### src/rtl/cpu_pkg.sv
// rtl/cpu_pkg.sv - shared constants and loader FSM state type for the instruction memory path
package cpu_pkg;
    localparam int IMEM_DEPTH = 128;
    localparam int WORD_W     = 32;
    localparam int BYTE_W     = 8;

    typedef enum logic [2:0] {
        ST_IDLE,
        ST_HDR,
        ST_DATA,
        ST_CHK,
        ST_DONE,
        ST_ERR
    } imem_ld_state_t;
endpackage

### src/rtl/byte_packer.sv
// rtl/byte_packer.sv - big-endian shift assembly of four stream bytes into one word
import cpu_pkg::*;

module byte_packer (
    input  logic              i_clk,
    input  logic              i_rst_n,
    input  logic              i_clear,
    input  logic              i_accept,
    input  logic [BYTE_W-1:0] i_byte,
    output logic [WORD_W-1:0] o_word,
    output logic [1:0]        o_byte_idx,
    output logic              o_word_valid
);
    logic [WORD_W-1:0] r_shift;
    logic [1:0]        r_idx;

    // o_word already includes the byte on the bus, so a completed word is usable on its accept edge
    assign o_word       = {r_shift[WORD_W-BYTE_W-1:0], i_byte};
    assign o_byte_idx   = r_idx;
    assign o_word_valid = i_accept && (r_idx == 2'd3);

    always_ff @(posedge i_clk or negedge i_rst_n) begin
        if (!i_rst_n) begin
            r_shift <= '0;
            r_idx   <= '0;
        end else if (i_clear) begin
            r_shift <= '0;
            r_idx   <= '0;
        end else if (i_accept) begin
            r_shift <= o_word;
            r_idx   <= r_idx + 2'd1;
        end
    end
endmodule

### src/rtl/imem_loader.sv
// rtl/imem_loader.sv - byte-stream program loader into instruction memory; IMEM_LOADER_CHECKSUM_EN adds a trailing checksum word
import cpu_pkg::*;

module imem_loader #(
    parameter int DEPTH = IMEM_DEPTH,
    parameter int CNT_W = 8
) (
    input  logic              i_clk,
    input  logic              i_rst_n,
    input  logic              i_start,
    input  logic [BYTE_W-1:0] i_rx_data,
    input  logic              i_rx_valid,
    output logic              o_rx_ready,
    output logic              o_mem_write,
    output logic [WORD_W-1:0] o_mem_address,
    output logic [WORD_W-1:0] o_mem_write_data,
    output logic              o_cpu_hold,
    output logic              o_done,
    output logic              o_error
);
`ifdef IMEM_LOADER_CHECKSUM_EN
    localparam imem_ld_state_t ST_AFTER_DATA = ST_CHK;
`else
    localparam imem_ld_state_t ST_AFTER_DATA = ST_DONE;
`endif

    imem_ld_state_t    r_state, w_next_state;
    logic [CNT_W-1:0]  r_word_idx, r_word_count;
    logic [WORD_W-1:0] w_word;
    logic [1:0]        w_byte_idx;
    logic              w_word_valid, w_word_done, w_accept, w_last_word;
    logic              w_clear, w_hdr_load, w_data_write;

    assign w_accept    = i_rx_valid && o_rx_ready;
    assign w_word_done = w_word_valid && (w_byte_idx == 2'd3);
    assign w_last_word = (r_word_idx == r_word_count - CNT_W'(1));

    byte_packer u_packer (
        .i_clk       (i_clk),
        .i_rst_n     (i_rst_n),
        .i_clear     (w_clear),
        .i_accept    (w_accept),
        .i_byte      (i_rx_data),
        .o_word      (w_word),
        .o_byte_idx  (w_byte_idx),
        .o_word_valid(w_word_valid)
    );

`ifdef IMEM_LOADER_CHECKSUM_EN
    logic [WORD_W-1:0] r_sum;

    always_ff @(posedge i_clk or negedge i_rst_n) begin
        if (!i_rst_n) begin
            r_sum <= '0;
        end else if (w_clear) begin
            r_sum <= '0;
        end else if (w_data_write) begin
            r_sum <= r_sum + w_word;
        end
    end
`endif

    always_ff @(posedge i_clk or negedge i_rst_n) begin
        if (!i_rst_n) begin
            r_state <= ST_IDLE;
        end else begin
            r_state <= w_next_state;
        end
    end

    always_comb begin
        w_next_state = r_state;
        w_clear      = 1'b0;
        w_hdr_load   = 1'b0;
        w_data_write = 1'b0;
        o_rx_ready   = 1'b0;
        o_cpu_hold   = 1'b1;
        o_done       = 1'b0;
        o_error      = 1'b0;
        case (r_state)
            ST_IDLE: begin
                if (i_start) begin
                    w_next_state = ST_HDR;
                    w_clear      = 1'b1;
                end
            end
            ST_HDR: begin
                o_rx_ready = 1'b1;
                if (w_word_done) begin
                    if (w_word > WORD_W'(DEPTH)) begin
                        w_next_state = ST_ERR;
                    end else if (w_word == '0) begin
                        w_next_state = ST_AFTER_DATA;
                    end else begin
                        w_next_state = ST_DATA;
                        w_hdr_load   = 1'b1;
                    end
                end
            end
            ST_DATA: begin
                o_rx_ready = 1'b1;
                if (w_word_done) begin
                    w_data_write = 1'b1;
                    if (w_last_word) begin
                        w_next_state = ST_AFTER_DATA;
                    end
                end
            end
`ifdef IMEM_LOADER_CHECKSUM_EN
            ST_CHK: begin
                o_rx_ready = 1'b1;
                if (w_word_done) begin
                    w_next_state = (w_word == r_sum) ? ST_DONE : ST_ERR;
                end
            end
`endif
            ST_DONE: begin
                o_cpu_hold = 1'b0;
                o_done     = 1'b1;
                if (i_start) begin
                    w_next_state = ST_HDR;
                    w_clear      = 1'b1;
                end
            end
            ST_ERR: begin
                o_error = 1'b1;
                if (i_start) begin
                    w_next_state = ST_HDR;
                    w_clear      = 1'b1;
                end
            end
            default: begin
                w_next_state = ST_IDLE;
            end
        endcase
    end

    // Index stops on the last word so the address can never step past the top of memory
    always_ff @(posedge i_clk or negedge i_rst_n) begin
        if (!i_rst_n) begin
            o_mem_write      <= 1'b0;
            o_mem_address    <= '0;
            o_mem_write_data <= '0;
            r_word_idx       <= '0;
            r_word_count     <= '0;
        end else begin
            o_mem_write <= w_data_write;
            if (w_clear) begin
                r_word_idx   <= '0;
                r_word_count <= '0;
            end
            if (w_hdr_load) begin
                r_word_count <= w_word[CNT_W-1:0];
            end
            if (w_data_write) begin
                o_mem_address    <= WORD_W'({r_word_idx, 2'b00});
                o_mem_write_data <= w_word;
                if (!w_last_word) begin
                    r_word_idx <= r_word_idx + CNT_W'(1);
                end
            end
        end
    end
endmodule

### config.mk
export PLATFORM = sky130hd
export DESIGN_NAME = imem_loader
export DESIGN_NICKNAME = d
export VERILOG_FILES = /design/src/rtl/cpu_pkg.sv /design/src/rtl/byte_packer.sv /design/src/rtl/imem_loader.sv
export SDC_FILE = /design/constraint.sdc
export NUM_CORES = 1
export LEC_CHECK = 0
export BUFFER_PORTS_ARGS = -buffer_cell sky130_fd_sc_hd__buf_2
export CORE_MARGIN = 4
export CORE_UTILIZATION = 59
export CTS_CLUSTER_SIZE = 30
export DETAILED_ROUTE_END_ITERATION = 8
export PLACE_DENSITY = 0.85
export RECOVER_POWER = 25
export SLEW_MARGIN = 10
export SYNTH_ARGS = -nofsm -noshare
export SYNTH_HDL_FRONTEND = slang
export SYNTH_SLANG_ARGS = --single-unit
### constraint.sdc
create_clock -name i_clk -period 6.8 [get_ports i_clk]
set_input_delay 0.68 -clock i_clk [delete_from_list [all_inputs] [get_ports i_clk]]
set_output_delay 0.68 -clock i_clk [all_outputs]
set_load 0.02 [all_outputs]
**After elaboration in Yosys (flattened, before gate mapping)**

Cells that the tools add are included.

- Register bits after elaboration: 86
- Input port bits: 12
- Output and inout port bits: 69

- Magnitude comparators: 1
- Equal/unequal tests: 10
- Mux-type cells: 28
- $add $sub $neg: 3
- Reductions and logical operators: 10

Operators by type and width:

| operator | count |
|---|---|
| $mux 24 | 2 |
| $mux 8 | 5 |
| $gt 32x8->1 const B | 1 |
| $logic_not 32->1 | 1 |
| $mux 3 | 6 |
| $mux 1 | 12 |
| $pmux 3 s3 | 1 |
| $add 8x1->8 const B | 1 |
| $eq 8x8->1 | 1 |
| $sub 8x1->8 const B | 1 |
| $eq 3x3->1 const B | 2 |
| $ne 2x2->1 const B | 3 |
| $mux 2 | 2 |
| $reduce_and 4->1 | 1 |
| $reduce_bool 2->1 | 2 |
| $eq 3x1->1 const B | 1 |
| $eq 3x2->1 const B | 1 |
| $logic_and 1x1->1 | 3 |
| $logic_not 3->1 | 1 |
| $reduce_or 3->1 | 1 |
| $add 2x1->2 const B | 1 |
| $eq 2x2->1 const B | 1 |
| $ne 2x1->1 const B | 1 |
| $reduce_or 2->1 | 1 |

**Longest topological paths before layout**

Gate-level depths: netlist of run 1.

- Word-level depth: 9
- Mapped depth: 9
- Mapped depth without buffers: 8

**By module**

A second synthesis of run 1 with hierarchy kept.

- Cells, all modules: 436
- Area, all modules: 4,121.5 µm²

By module, submodules not included:

| module | instances | area each (µm²) | sequential area each (µm²) | cells an instance |
|---|---|---|---|---|
| imem_loader | 1 | 2,967.8 | 1,501.4 | 342 |
| byte_packer | 1 | 1,153.6 | 650.6 | 94 |

**Worst setup path after synthesis of run 1**

OpenSTA, ideal clock, no wires.

- Path type: input to register
- Start: input i_rx_data[3]
- End: register r_word_count[6]
- Setup slack: 4.598 ns
- Arrival: 2.076 ns
- Path buffers: 1
- Library setup time: 0.126 ns
- Required time: 6.674 ns
- Stages: 7
- Path through: or4_1 -> nor4_1 -> xnor2_1 -> nand2_2 -> buf_2 -> nand3_1 -> o21ai_0

- Longest elaborated chain between the ends: 6
- Elaborated cells between the ends (all ways): 8
- Those cells by class: 1 x order compare; 5 x mux; 2 x reduce/logical

RTL lines:

| item | RTL line | RTL |
|---|---|---|
| start: declaration | imem_loader.sv:11 | `input logic [BYTE_W-1:0] i_rx_data,` |
| branches (longest 2 deep; another with $gt 32x8->1) | - |  |
| $mux 1 (*) | imem_loader.sv:90 | `if (w_word > WORD_W'(DEPTH)) begin` |
| $mux 1 (*) | imem_loader.sv:89 | `if (w_word_done) begin` |
| $mux 1 (*) | imem_loader.sv:80 | `case (r_state)` |
| $mux 8 or $reduce_bool 2->1 (tied branches) | - |  |
| end signal: assignment | imem_loader.sv:153 | `r_word_count <= w_word[CNT_W-1:0];` |
| end: declaration | imem_loader.sv:28 | `logic [CNT_W-1:0] r_word_idx, r_word_count;` |

Mark *: on every way between the ends.
A chain may end at the register's enable or synchronous reset.

**Worst setup path in the final report of run 1**

- Start: register r_word_count[0]
- End: register r_word_idx[0]

- Longest elaborated chain between the ends: 4

RTL lines:

| item | RTL line | RTL |
|---|---|---|
| $sub 8x1->8 | imem_loader.sv:36 | `assign w_last_word = (r_word_idx == r_word_count - CNT_W'(1));` |
| $eq 8x8->1 | imem_loader.sv:36 |  |
| $mux 8 | imem_loader.sv:158 | `if (!w_last_word) begin` |
| $mux 8 | imem_loader.sv:155 | `if (w_data_write) begin` |
| end signal: assignment | imem_loader.sv:159 | `r_word_idx <= r_word_idx + CNT_W'(1);` |
| end: declaration | imem_loader.sv:28 |  |

Every way passes these cells.

==> results.md, run 1 <==
* Req. time, crit path at 7020 ps
* Final #Nets at 430
* DR vias/cell at 5.79
* Total GRT Usage at 21.0%
* Initial antenna violation count at 0
* Tmin final at 2450 ps
* Clk Latency, worst-skew pair at 350 ps
* Async set-reset flop share out of synthesis at 100%
* CP peak stage delay at 470 ps
* Top FF cell, synth: dfrtp_1
* Cells along the critical path: inv_1 -> ha_1 -> or3b_1 -> o31a_1 -> o2111ai_1 -> a211o_1 -> nand2_1 -> mux2i_1
* Status: finished, final reports clean
* GR Overflow Total at 0
* Clock Skews at 6.76 ps
* CTS Hold Buffers Added at 0
* Final instance area at 4450 um^2
* Crit share post-route at 36.0%
* CTS tree: built
* Fraction of layout cells with a size suffix above 1 at 28.8%
* Mapped Area at 3970 um^2
* # IOs at 81
* Yosys warnings at 0
* Synth unique cells at 49
* Top delay family on crit path: compound AO/OA/AOI/OAI gates
* Die area at 8110 um^2
* RSZ-0062 raised after global routing: false
* Setup Total Neg Slack at 0 ps
* Post-synth top area cell: dfrtp_1
* Mapped Cells at 363
* Antenna cells at 0
* Slew Viols, Final at 0
* Leakage power at 2.42 nW
* Relative slew slack at 28.8%
* Vias at 2877
* Post-DP HPWL at 5390 um
* Crit. End Element: flip-flop
* CP Buf/Inv Count at 1
* Number of global-route vias before repair at 2714
* Synth top area share at 54.2%
* Final hold violations at 0
* Post-synthesis register bit count at 86
* Largest cells by area after synthesis: dfrtp_1 54%, mux2_2 11%, nand3_1 5.0%
* Slowest cell on crit path: dfrtp_1
* Die width at 90.1 um
* Placed cell count at 481
* DRC errors left at 0
* Worst endpoint data arrival time at 2670 ps
* Register area share after synthesis at 54.2%
* First-pass GRT wire length at 13900 um
* H-tree Lvls at 3
* Routed length per instance at 16.2 um
* Worst Path Class, Setup: flip-flop to flip-flop
* DRT antenna net count at 0
* Clock Tree Buf Depth at 2
* Max rail drop VDD at 0.000186 V
* Initial core utilization at 61.5%
* RePlAce Congestion at 0.823
* Initial DRT Pass Iterations at 5
* Post-Syn Area per Cell at 10.9 um^2
* Area added between synthesis and finish at 11.9%
* Placed Instance Area at 4220 um^2
* Fmax at 0.409 GHz
* Max FO, Critical Path at 10
* Die H at 90.1 um
* Post-CTS Setup Inserts at 0
* Clk sink count at 86
* Max cap viols at 0
* Fin util at 68.9%
* FF-to-FF setup slack at 4350 ps
* Actual slew at the worst max-slew pin at 1070 ps
* Iteration-0 DRC Markers at 249
* Post-Layout Cell Count at 497
* # rows at 29
* Pin count of the biggest net entering global routing at 87
* Worst hold path type: primary input to async pin
* Worst Setup Start Kind: flip-flop
* Number of synthesized flops with an enable pin at 0
* Root buf cell: clkbuf_8
* Fin Hold WS at 470 ps
* Core area at 6460 um^2
* # port buffers at 56
* CTS Buf Count at 9
* WL final at 8050 um
* Pwr per Cell Area at 285 nW/um^2
* Final setup vio count at 0
* Clock transition at path regs at 80 ps
* Post-cts repair resize count at 0
[synth_stat cells (4+ instances only)]
| master | number |
|---|---|
| dfrtp_1 | 86 |
| nand2_1 | 47 |
| nand3_1 | 40 |
| mux2_2 | 39 |
| buf_4 | 24 |
| inv_1 | 17 |
| o21ai_0 | 16 |
| clkbuf_1 | 15 |
| nor4_1 | 8 |
| mux2i_1 | 7 |
| nand4_1 | 6 |
| xor2_1 | 6 |
| nor2_1 | 4 |
| xnor2_1 | 4 |
[where the power goes]
| part | total (mW) | leakage, nW | switching [mW] | internal [mW] |
|---|---|---|---|---|
| clock network | 0.408 | 0.117 | 0.179 | 0.229 |
| logic | 0.195 | 1.14 | 0.129 | 0.0657 |
| registers | 0.667 | 1.16 | 0.0856 | 0.582 |
[worst reg2reg max path: cells and delay by family (launching register included)]
| kind | cells | cell delay [ps] |
|---|---|---|
| mux | 1 | 160 |
| fa+ha+maj | 1 | 240 |
| compound gates | 3 | 800 |
| flops | 1 | 470 |
| buf+inv | 1 | 100 |
| simple gates | 2 | 540 |
[metal layers]
metal | vias up | global-route usage (%) | wire (um)
li1 | 1325 | - | -
met1 | 1427 | 30.5 | 3620
met2 | 110 | 31.6 | 3780
met3 | 15 | 3.76 | 511
met4 | 0 | 7.91 | 146
met5 | - | 0 | 0
[kinds of logic (layout without fill, tap and decap cells)]
| family | count (synthesis) | in the layout | synth area share [%] |
|---|---|---|---|
| buf+inv | 58 | 92 | 7.97 |
| simple gates | 125 | 125 | 15.9 |
| fa+ha+maj | 3 | 3 | 0.945 |
| mux | 46 | 46 | 12.8 |
| flops | 86 | 86 | 54.2 |
| other cells | 1 | 24 | 0.0944 |
| compound gates | 34 | 34 | 5.89 |
| xor+xnor | 10 | 10 | 2.20 |
[metrics by stage]
step	total power [mW]	setup slack (ps)
3_3_place_gp	0.845	4420
4_1_cts	1.27	4360
3_5_place_dp	0.860	4350
2_1_floorplan	0.794	4600
6_report	1.27	4350
5_1_grt	1.33	4190
[state kept, by name, indices dropped and copies added, names as in the netlist]
| name | count |
|---|---|
| o_mem_write_data | 32 |
| o_mem_write | 1 |
| r_word_count | 8 |
| r_word_idx | 8 |
| r_state | 3 |
| u_packer.o_byte_idx | 2 |
| u_packer.r_shift | 24 |
| o_mem_address | 8 |
[final cells by class]
cell class	count	area, um^2
sequential	86	2150
fill	467	2010
multi-input combinational	242	1600
inverter	17	63.8
clock buffer	12	155
clock inverter	4	77.6
tap	77	96.3
timing repair buffer	59	305
[cells in the final DEF, fill, tap and decap left out, types with 2 or more instances in the layout]
| cell | n |
|---|---|
| nor2_1 | 4 |
| xor2_1 | 6 |
| dfrtp_1 | 86 |
| nor4_1 | 8 |
| buf_2 | 55 |
| inv_1 | 17 |
| ha_1 | 3 |
| xnor2_1 | 4 |
| nand2_1 | 47 |
| nor3_4 | 2 |
| mux2_2 | 39 |
| bufinv_16 | 2 |
| buf_4 | 4 |
| and2_1 | 3 |
| mux2i_1 | 7 |
| nand2b_1 | 3 |
| o21ai_0 | 16 |
| and3_1 | 3 |
| nand4_1 | 6 |
| a211o_1 | 2 |
| nand3_1 | 40 |
| clkbuf_8 | 11 |
| conb_1 | 24 |
[path summary, 6_finish.rpt]
path                                  start                    to  cells after the start
max reg2reg                 r_word_count[0]         r_word_idx[0]                      8
max in group asynchronous           i_rst_n  u_packer.r_shift[15]                      1
min                                 i_rst_n   o_mem_write_data[6]                      1
min reg2reg                o_mem_address[4]      o_mem_address[4]                      1
min in group i_clk         o_mem_address[4]      o_mem_address[4]                      1
max                         r_word_count[0]         r_word_idx[0]                      8
(Power assumes the default switching activity.)
==> run 2, diff against run 1 <==
CORE_UTILIZATION = 49   (was 59)
PLACE_DENSITY = 0.75   (was 0.85)
clock period = 2.2 ns   (was 6.8 ns; I/O delays follow)
==> run 2 against run 1 <==
Effect of this change:
- die area increased by 19%
- hold slack lost 340 ps
- setup slack got worse by 4300 ps
- total power increased to 2.9 times the previous value
- non-clock buffer count increased by 12
- register-to-register slack lost 4300 ps
- global-route usage is 3.2 points lower
- largest cell class unchanged
==> results.md, run 2 (same netlist as run 1, synthesis figures left out) <==
* Area of the multi-input gates at 1660 um^2 (was 1600 um^2)
* Post-Layout Cell Count at 535 (was 497)
* Clock power frac at 27.0% (was 32.1%)
* Fmax at 0.465 GHz (was 0.409 GHz)
* RR Startpoint: r_word_count[1] (was r_word_count[0])
* Final hold violations at 0 (unchanged)
* Pwr per Cell Area at 793 nW/um^2 (was 285 nW/um^2)
* Antenna cells at 0 (unchanged)
* RePlAce Congestion at 0.821 (was 0.823)
* Total GRT Usage at 17.8% (was 21.0%)
* Pint at 2.42 mW (was 0.877 mW)
* Max FO, Critical Path at 5 (was 10)
* Routed length per instance at 15.2 um (was 16.2 um)
* Initial DRT Pass Iterations at 4 (was 5)
* Dpl ws at -31.5 ps (was 4350 ps)
* Number of global-route vias before repair at 2823 (was 2714)
* Vias at 2836 (was 2877)
* RSZ-0062 raised after global routing: true (was false)
* Hold Crit Start: i_rx_data[3]
* Max cap viols at 0 (unchanged)
* Area added between synthesis and finish at 14.9% (was 11.9%)
* Relative slew slack at 38.5% (was 28.8%)
* Clock transition at path regs at 80 ps (about the same)
* Root buf cell: clkbuf_8 (unchanged)
* Worst setup path start: r_word_count[1] (was r_word_count[0])
* DR vias/cell at 5.30 (was 5.79)
* Die width at 98.1 um (was 90.1 um)
* Worst hold stages at 2
* Largest reg by FF count: o_mem_write_data (unchanged)
* Clk Latency, worst-skew pair at 360 ps (was 350 ps)
* CTS Buf Count at 9 (unchanged)
* Largest register FFs at 32 (unchanged)
* Most frequent cells in the layout: 86 x dfrtp_1, 55 x buf_2, 46 x nand2_1, 39 x nand3_1, 39 x mux2_2 (was 86 x dfrtp_1, 55 x buf_2, 47 x nand2_1, 40 x nand3_1, 39 x mux2_2)
* Status: finished, final reports clean (unchanged)
* Final setup vio count at 0 (unchanged)
* Flop pwr share at 56.6% (was 52.6%)
* H-tree Lvls at 3 (unchanged)
* Placed Instance Area at 4330 um^2 (was 4220 um^2)
* Worst hold path type: primary input to flip-flop (was primary input to async pin)
* DRC errors left at 0 (unchanged)
* Die H at 98.1 um (was 90.1 um)
* DRT antenna net count at 0 (unchanged)
* Pin count of the biggest net entering global routing at 44 (was 87)
* Final instance area at 4570 um^2 (was 4450 um^2)
* Fill cells at 655 (was 467)
* Req. time, crit path at 2470 ps (was 7020 ps)
* Fraction of layout cells with a size suffix above 1 at 32.3% (was 28.8%)
* Initial antenna violation count at 0 (unchanged)
* Fin Hold WS at 127 ps (was 470 ps)
* Worst Setup Start Kind: flip-flop (unchanged)
* GR Overflow Total at 0 (unchanged)
* Die area at 9610 um^2 (was 8110 um^2)
* Setup Total Neg Slack at 0 ps (unchanged)
* # port buffers at 56 (unchanged)
* Combinational group share of total power at 16.4% (was 15.3%)
* Largest registers: o_mem_write_data x32, u_packer.r_shift x24 (unchanged)
* Sw Share at 33.0% (was 31.0%)
* Tmin final at 2150 ps (was 2450 ps)
* Worst endpoint data arrival time at 2420 ps (was 2670 ps)
* Worst reg2reg path depth at 7 (was 8)
* Switching pwr at 1.20 mW (was 0.393 mW)
* Core area at 7810 um^2 (was 6460 um^2)
* Iteration-0 DRC Markers at 245 (was 249)
* # IOs at 81 (unchanged)
* Post-DP HPWL at 5690 um (was 5390 um)
* Leakage power at 2.45 nW (was 2.42 nW)
* Max rail drop VDD at 0.000426 V (was 0.000186 V)
* Crit. End Element: flip-flop (unchanged)
* Clock Skews at 12.1 ps (was 6.76 ps)
* Clock Tree Buf Depth at 2 (unchanged)
* FF/Latch Area at 2150 um^2 (unchanged)
* Setup ws final at 51.6 ps (was 4350 ps)
* CTS tree: built (unchanged)
* Initial core utilization at 50.9% (was 61.5%)
* Actual slew at the worst max-slew pin at 922 ps (was 1070 ps)
* WL final at 8110 um (was 8050 um)
* Crit share post-route at 97.7% (was 36.0%)
* Final #Nets at 443 (was 430)
* # rows at 32 (was 29)
* Slew Viols, Final at 0 (unchanged)
* Clk sink count at 86 (unchanged)
* First-pass GRT wire length at 13800 um (was 13900 um)
* Placed cell count at 515 (was 481)
* Most common cell after layout, fill and taps aside: dfrtp_1 (unchanged)
* Worst Path Class, Setup: flip-flop to flip-flop (unchanged)
## run 2: area by class of cell
| cell class | instances | share of cell area [%] |
|---|---|---|
| multi-input cells | 243 | 36.3 |
| clock inverters | 6 | 1.01 |
| flip-flops and latches | 86 | 47.1 |
| clock buffers | 10 | 2.79 |
| repair buffers | 71 | 8.60 |
| inverters | 17 | 1.40 |
| well taps | 102 | 2.79 |
## run 2: path summary, 6_finish.rpt
path                                   endpoint  slack (ps)
setup / recovery                     r_state[2]          50
hold / removal              o_mem_write_data[3]         130
setup reg to reg                     r_state[2]          50
hold reg to reg                o_mem_address[4]         490
max in group asynchronous  u_packer.r_shift[15]         340
min in group asynchronous         r_word_idx[7]         490
## run 2: layer usage
| layer | GRT usage (%) | share of wire (%) | routed length, um | vias to the layer above |
|---|---|---|---|---|
| met3 | 4.00 | 6.2 | 500 | 17 |
| met4 | 8.95 | 2.8 | 230 | 0 |
| met1 | 24.5 | 45 | 3670 | 1372 |
| met2 | 26.5 | 46 | 3720 | 101 |
| met5 | 0 | 0 | 0 | - |
| li1 | - | - | - | 1346 |
## run 2: critical path, cell delays in order (launching register included)
cell and delay, ps:
dfrtp_1 400, buf_4 150, nor3_4 210, nand2_1 100, or4b_4 550, a211o_1 340
buf_4 160, o221ai_1 160
## run 2: through the flow
step                utilization (%)  power, mW
floorplan                         -       2.45
global placement               55.4       2.64
detailed placement             55.4       2.67
CTS                            57.8       3.66
global route                   58.5       3.86
finish                         58.5       3.62
## run 2: what timing repair did
action,CTS,global route
gates cloned,0,1
gates resized for setup,1,9
pin swaps,0,6
buffers inserted,0,2
setup endpoints to repair,6,9
endpoints found under the hold margin,30,0
hold buffers,1,0
## run 2: power by group through the flow
stage / registers (mW) / clock network (mW) / logic [mW]
5_1_grt: 2.08 / 1.09 / 0.691
3_5_place_dp: 2.07 / 0 / 0.596
2_1_floorplan: 1.96 / 0 / 0.491
3_3_place_gp: 2.06 / 0 / 0.577
6_report: 2.05 / 0.979 / 0.594
4_1_cts: 2.04 / 1.02 / 0.600
